<file path="config.mk">
export PLATFORM = sky130hd
export DESIGN_NAME = qk_seq_ctrl
export DESIGN_NICKNAME = d
export VERILOG_FILES = /design/src/rtl/qk_seq_ctrl.sv
export SDC_FILE = /design/constraint.sdc
export NUM_CORES = 1
export LEC_CHECK = 0
export ABC_AREA = 1
export ABC_CLOCK_PERIOD_IN_PS = 2800
export CAP_MARGIN = 10
export CORE_MARGIN = 4
export CORE_UTILIZATION = 30
export DETAILED_ROUTE_END_ITERATION = 16
export HOLD_SLACK_MARGIN = 0.06
export PLACE_DENSITY = 0.61
export SLEW_MARGIN = 15
export SYNTH_ARGS = -nofsm -noshare
export SYNTH_HDL_FRONTEND = slang
export SYNTH_SLANG_ARGS = --single-unit
</file>
<file path="constraint.sdc">
create_clock -name clk -period 2.8 [get_ports clk]
set_input_delay 0.28 -clock clk [delete_from_list [all_inputs] [get_ports clk]]
set_output_delay 0.28 -clock clk [all_outputs]
set_load 0.05 [all_outputs]
</file>
<file path="src/rtl/qk_seq_ctrl.sv">
// qk_seq_ctrl: instruction sequencer for fullchip; runs Q/K write, load, execute,
// ofifo->pmem, accumulate and divide on start. Define QK_SEQ_STEP_EN for single-step HOLD mode.
module qk_seq_ctrl #(
    parameter int bw          = 8,
    parameter int pr          = 16,
    parameter int col         = 8,
    parameter int total_cycle = 8,
    parameter int gap         = 10
) (
    input  logic             clk,
    input  logic             reset,
    input  logic             start,
`ifdef QK_SEQ_STEP_EN
    input  logic             step,
`endif
    input  logic             in_valid,
    input  logic [pr*bw-1:0] in_data,
    output logic             in_ready,
    output logic [pr*bw-1:0] mem_in,
    output logic [18:0]      inst,
    output logic             busy,
    output logic             done,
    output logic [3:0]       phase
);

    if (bw < 1 || pr < 1 || col < 1 || col > 16 || total_cycle < 1 || total_cycle > 16 ||
        gap < 0 || gap > 255) begin : g_param_check
        $error("qk_seq_ctrl: parameter outside supported range");
    end

    localparam int B_ACC = 18, B_DIV = 17, B_OFIFO = 16, B_EXEC = 7, B_LOAD = 6;
    localparam int B_QRD = 5, B_QWR = 4, B_KRD = 3, B_KWR = 2, B_PRD = 1, B_PWR = 0;

    localparam logic [7:0] T_L   = 8'(total_cycle);
    localparam logic [7:0] C_L   = 8'(col);
    localparam logic [7:0] GAP_L = 8'(gap);
`ifdef QK_SEQ_STEP_EN
    localparam logic [7:0] KWR_TAIL = 8'd1;
`else
    localparam logic [7:0] KWR_TAIL = 8'd3;
`endif

    typedef enum logic [3:0] {
        S_IDLE  = 4'd0, S_QWR  = 4'd1, S_KWR  = 4'd2, S_LOAD = 4'd3, S_LGAP = 4'd4,
        S_EXEC  = 4'd5, S_EGAP = 4'd6, S_OFIFO = 4'd7, S_ACC = 4'd8, S_DIV  = 4'd9
`ifdef QK_SEQ_STEP_EN
        , S_HOLD = 4'd10
`endif
    } state_t;

    state_t             state_q, state_d;
    logic [7:0]         n_q, n_d;
    logic [1:0]         sub_q, sub_d;
    logic [18:0]        inst_q, inst_d;
    logic [pr*bw-1:0]   mem_in_q, mem_in_d;
    logic               in_ready_q, in_ready_d;
    logic               busy_q, busy_d, done_q, done_d;
    logic [3:0]         phase_q, phase_d;
    logic               hs, wr;
    logic [3:0]         addr_m1;
`ifdef QK_SEQ_STEP_EN
    state_t             ret_q, ret_d;
`endif

    // Host port: a vector transfers on any cycle where in_valid && in_ready are both high;
    // in_ready is registered, so it reflects whether a slot is free in the current cycle.
    assign hs = in_valid & in_ready_q;

    always_comb begin
        state_d = state_q;
        n_d     = n_q + 8'd1;
        sub_d   = 2'd0;
        done_d  = 1'b0;
        wr      = 1'b0;
`ifdef QK_SEQ_STEP_EN
        ret_d   = ret_q;
`endif
        unique case (state_q)
            S_IDLE: begin
                n_d = 8'd0;
                if (start && !done_q) state_d = S_QWR;
            end
            S_QWR: begin
                if (n_q < T_L) begin
                    wr  = hs;
                    n_d = hs ? n_q + 8'd1 : n_q;
                end else if (n_q == T_L + 8'd1) begin
                    state_d = S_KWR;
                    n_d     = 8'd0;
                end
            end
            S_KWR: begin
                if (n_q < C_L) begin
                    wr  = hs;
                    n_d = hs ? n_q + 8'd1 : n_q;
                end else if (n_q == C_L + KWR_TAIL) begin
                    n_d = 8'd0;
`ifdef QK_SEQ_STEP_EN
                    state_d = S_HOLD;
                    ret_d   = S_LOAD;
`else
                    state_d = S_LOAD;
`endif
                end
            end
            S_LOAD: if (n_q == C_L + 8'd2) begin
                n_d = 8'd0;
`ifdef QK_SEQ_STEP_EN
                state_d = S_HOLD;
                ret_d   = S_EXEC;
`else
                state_d = (GAP_L != 8'd0) ? S_LGAP : S_EXEC;
`endif
            end
            S_LGAP: if (n_q == GAP_L - 8'd1) begin
                n_d     = 8'd0;
                state_d = S_EXEC;
            end
            S_EXEC: if (n_q == T_L) begin
                n_d = 8'd0;
`ifdef QK_SEQ_STEP_EN
                state_d = S_HOLD;
                ret_d   = S_OFIFO;
`else
                state_d = (GAP_L != 8'd0) ? S_EGAP : S_OFIFO;
`endif
            end
            S_EGAP: if (n_q == GAP_L - 8'd1) begin
                n_d     = 8'd0;
                state_d = S_OFIFO;
            end
            S_OFIFO: if (n_q == T_L) begin
                n_d = 8'd0;
`ifdef QK_SEQ_STEP_EN
                state_d = S_HOLD;
                ret_d   = S_ACC;
`else
                state_d = S_ACC;
`endif
            end
            S_ACC: if (n_q == C_L + 8'd1) begin
                n_d = 8'd0;
`ifdef QK_SEQ_STEP_EN
                state_d = S_HOLD;
                ret_d   = S_DIV;
`else
                state_d = S_DIV;
`endif
            end
            S_DIV: begin
                // n is the slot index, sub the cycle within the 3-cycle slot
                n_d   = n_q;
                sub_d = sub_q + 2'd1;
                if (sub_q == 2'd2) begin
                    sub_d = 2'd0;
                    n_d   = n_q + 8'd1;
                    if (n_q == C_L) begin
                        state_d = S_IDLE;
                        n_d     = 8'd0;
                        done_d  = 1'b1;
                    end
                end
            end
`ifdef QK_SEQ_STEP_EN
            S_HOLD: begin
                n_d = 8'd0;
                if (step) state_d = ret_q;
            end
`endif
            default: state_d = S_IDLE;
        endcase

        // Registered outputs are decoded from the state being entered.
        inst_d   = '0;
        addr_m1  = n_d[3:0] - 4'd1;
        mem_in_d = wr ? in_data : mem_in_q;
        case (state_d)
            S_QWR, S_KWR: begin
                inst_d[B_QWR] = wr && (state_d == S_QWR);
                inst_d[B_KWR] = wr && (state_d == S_KWR);
                if (wr) inst_d[15:12] = n_q[3:0];
                else if (n_d < ((state_d == S_QWR) ? T_L : C_L)) inst_d[15:12] = inst_q[15:12];
            end
            S_LOAD: begin
                inst_d[B_LOAD] = (n_d <= C_L + 8'd1);
                inst_d[B_KRD]  = (n_d >= 8'd1) && (n_d <= C_L);
                if (n_d >= 8'd2 && n_d <= C_L) inst_d[15:12] = addr_m1;
            end
            S_EXEC: if (n_d < T_L) begin
                inst_d[B_EXEC] = 1'b1;
                inst_d[B_QRD]  = 1'b1;
                inst_d[15:12]  = n_d[3:0];
            end
            S_OFIFO: if (n_d < T_L) begin
                inst_d[B_OFIFO] = 1'b1;
                inst_d[B_PWR]   = 1'b1;
                inst_d[11:8]    = n_d[3:0];
            end
            S_ACC: begin
                inst_d[B_ACC] = (n_d <= C_L);
                inst_d[B_PRD] = (n_d >= 8'd1) && (n_d <= C_L);
                if (n_d >= 8'd2 && n_d <= C_L) inst_d[11:8] = addr_m1;
            end
            S_DIV: begin
                inst_d[B_PRD] = 1'b1;
                inst_d[B_DIV] = (sub_d == 2'd0);
                inst_d[11:8]  = n_d[3:0];
            end
            default: ;
        endcase
        in_ready_d = ((state_d == S_QWR) && (n_d < T_L)) || ((state_d == S_KWR) && (n_d < C_L));
        busy_d     = (state_d != S_IDLE);
        phase_d    = state_d;
    end

    always_ff @(posedge clk) begin
        if (reset) begin
            state_q    <= S_IDLE;
            n_q        <= 8'd0;
            sub_q      <= 2'd0;
            inst_q     <= '0;
            mem_in_q   <= '0;
            in_ready_q <= 1'b0;
            busy_q     <= 1'b0;
            done_q     <= 1'b0;
            phase_q    <= 4'd0;
`ifdef QK_SEQ_STEP_EN
            ret_q      <= S_IDLE;
`endif
        end else begin
            state_q    <= state_d;
            n_q        <= n_d;
            sub_q      <= sub_d;
            inst_q     <= inst_d;
            mem_in_q   <= mem_in_d;
            in_ready_q <= in_ready_d;
            busy_q     <= busy_d;
            done_q     <= done_d;
            phase_q    <= phase_d;
`ifdef QK_SEQ_STEP_EN
            ret_q      <= ret_d;
`endif
        end
    end

    assign inst     = inst_q;
    assign mem_in   = mem_in_q;
    assign in_ready = in_ready_q;
    assign busy     = busy_q;
    assign done     = done_q;
    assign phase    = phase_q;

endmodule

</file>
==> reports/summary.txt <==
clock tree from TritonCTS: done
GRT overflow: 0
worst path arrival time: 2800 ps
Synth cell types: 41
Syn. warnings: 0
Post CTS Setup Buffer Count: 0
Final HPWL DP: 15040 um
Most used DFF post-synth: dfxtp_1
vias in the first global route: 6364
Die Span Y: 154.8 um
dpl cell area: 9569 um^2
Pre-Repair DR Iteration Count: 6
final std cells w/o fill: 1417
CTS Buf Count: 17
FILL cells: 2096
Cell Area, Synth: 6461 um^2
routed vias: 6556
number of DRC markers in iteration 0: 366
fin nets: 1268
Post-synth ARST share: 0%
Avg WL per Cell: 15.14 um
Crit Path Max Fanout: 6
Synth-to-Final Area Change: 57.82%
total track usage: 17.47%
post-route design area: 10200 um^2
Mapped Avg Cell Area: 7.496 um^2
relative slew slack: 51.58%
most frequent cell after synthesis: nor2_1
Starting Density: 30.64%
first-pass GRT wire length: 33920 um
H-tree depth: 4
critical path class: flip-flop to flip-flop
post-cts sizing count: 0
hold slack final: 435.9 ps
area leader, netlist: dfxtp_1
clk buf depth: 2
Die Span X: 154.8 um
number of synthesized flops with an enable pin: 0
Clock Latency Late Sink: 420 ps
Worst Path Required: 3100 ps
clock skew: 14.23 ps
Hold Vio Cnt, Final: 0
Port Buffer Count: 285
max_cap viols: 0
largest net degree at the start of global routing: 127
core area: 21090 um^2
status: complete, no violations
Top Ports: 286
clock-pin slew on the worst setup and hold paths: 70 ps
minimum clock period: 2497 ps
Residual DRC: 0
GPL Wtd Cong: 0.9540
f_max: 400.5 MHz
fin crit share: 89.18%
Overall Power: 5.663 mW
max-slew violation count: 0
initial antenna violation count: 0
Placed Instances: 1385
layout cells sized above 1: 7.356%
routed vias/inst: 4.627
die area: 23950 um^2
Tightest Pin Transition: 726.3 ps
clk sinks: 162
Post-Syn Instances: 862
peak supply drop: 0.0003649 V
synth cell count leaders: nor2_1 (305), dfxtp_1 (162), o21ai_0 (134), nand2_1 (56), clkbuf_1 (43)
Static Leak: 4.285 nW
root buffer cell: clkbuf_16
final setup fails: 0
Synth Register Bits: 162
post-synthesis sequential area ratio: 50.19%
worst hold path class: input pin to flip-flop
post-synth top area share: 50.19%
Post-Syn Nets: 1001
synth top area cells: dfxtp_1 (50%), nor2_1 (18%), o21ai_0 (10%)
type of origin of the critical path: flip-flop
CP Capture Type: flip-flop
setup TNS: 0 ps
Hold Buf Count CTS: 0
final wirelength: 21450 um
row count: 53
RSZ-0062 raised after global routing: no
# diodes: 0
Antenna Nets Post-Route: 0
pwr dens: 555.4 nW/um^2
-- logic make-up (layout without fill, tap and decap cells) --
| kind of cell | count (synthesis) | count (layout) | synth area share [%] |
|---|---|---|---|
| adder cells (fa/ha/maj) | 7 | 7 | 1.355 |
| AO/OA/AOI/OAI | 175 | 175 | 14.68 |
| AND/OR/NAND/NOR | 424 | 424 | 27.58 |
| buffers and inverters | 90 | 370 | 5.654 |
| flip-flops | 162 | 162 | 50.19 |
| XOR/XNOR | 4 | 4 | 0.5423 |
-- per-stage QoR --
stage	utilization [%]	setup WS, ps
2_1_floorplan	-	304.3
3_3_place_gp	45.38	357.1
3_5_place_dp	45.38	324.0
4_1_cts	48.36	314.7
5_1_grt	48.36	17.87
6_report	48.36	302.8
-- per-layer routing --
| layer | wire length [um] | global-route usage, % | up-vias |
|---|---|---|---|
| met3 | 2194 | 7.722 | 30 |
| met5 | 0 | 0 | - |
| met1 | 8995 | 21.42 | 2940 |
| met2 | 9910 | 28.20 | 266 |
| li1 | - | - | 3320 |
| met4 | 352 | 4.415 | 0 |
-- report_power, final --
group	internal, mW	total [mW]	switching, mW
logic	0.318	0.742	0.424
clock network	1.46	2.52	1.06
registers	2.37	2.40	0.0326
total	4.15	5.66	1.51
-- worst max-delay path, cell delays in order (launching register included) --
cell       delay [ps]
dfxtp_1           340
inv_1             170
ha_1              190
nand3_2            90
o21ai_2           220
nand2_2            70
nor2_2            130
nand3_4           150
a21oi_2           170
buf_4             150
ha_1              210
o21ai_0           130
a2111oi_0         360
-- cell type report --
cell class                      instances  area, um^2  area share (%)
Tap cell                              275       344.1           3.374
Sequential cell                       162        3243           31.80
Inverter                               42       161.4           1.583
Multi-Input combinational cell        610        2860           28.05
Clock buffer                           18       439.2           4.307
Timing Repair Buffer                  296        2960           29.03
Clock inverter                         14       188.9           1.853
-- placed cells by master (no fill, tap or decap), types with 5 or more instances in the layout --
| master | count |
|---|---|
| nand3_1 | 20 |
| nand4_1 | 14 |
| o21ai_1 | 7 |
| inv_1 | 33 |
| inv_2 | 7 |
| nand2_1 | 56 |
| dfxtp_1 | 162 |
| nor2_1 | 304 |
| clkdlybuf4s50_1 | 285 |
| inv_6 | 5 |
| clkbuf_16 | 17 |
| o21ai_0 | 134 |
| ha_1 | 7 |
| a21oi_1 | 17 |
| buf_4 | 9 |
| nand2_2 | 5 |
| nor2_2 | 5 |
-- flip-flops by register name, summed over array words and instances (netlist names) --
signal / flops
n_q: 8
done: 1
mem_in: 128
in_ready: 1
inst: 17
busy: 1
phase: 4
sub_q: 2
-- path summary, 6_finish.rpt --
check	startpoint	endpoint	slack, ps	cells past startpoint
setup / recovery	n_q[0]	inst[6]	300	12
hold / removal	in_data[75]	mem_in[75]	440	3
setup reg to reg	n_q[0]	inst[6]	300	12
hold reg to reg	sub_q[0]	sub_q[0]	450	1
Note: power is estimated with default switching activity, not from simulation.
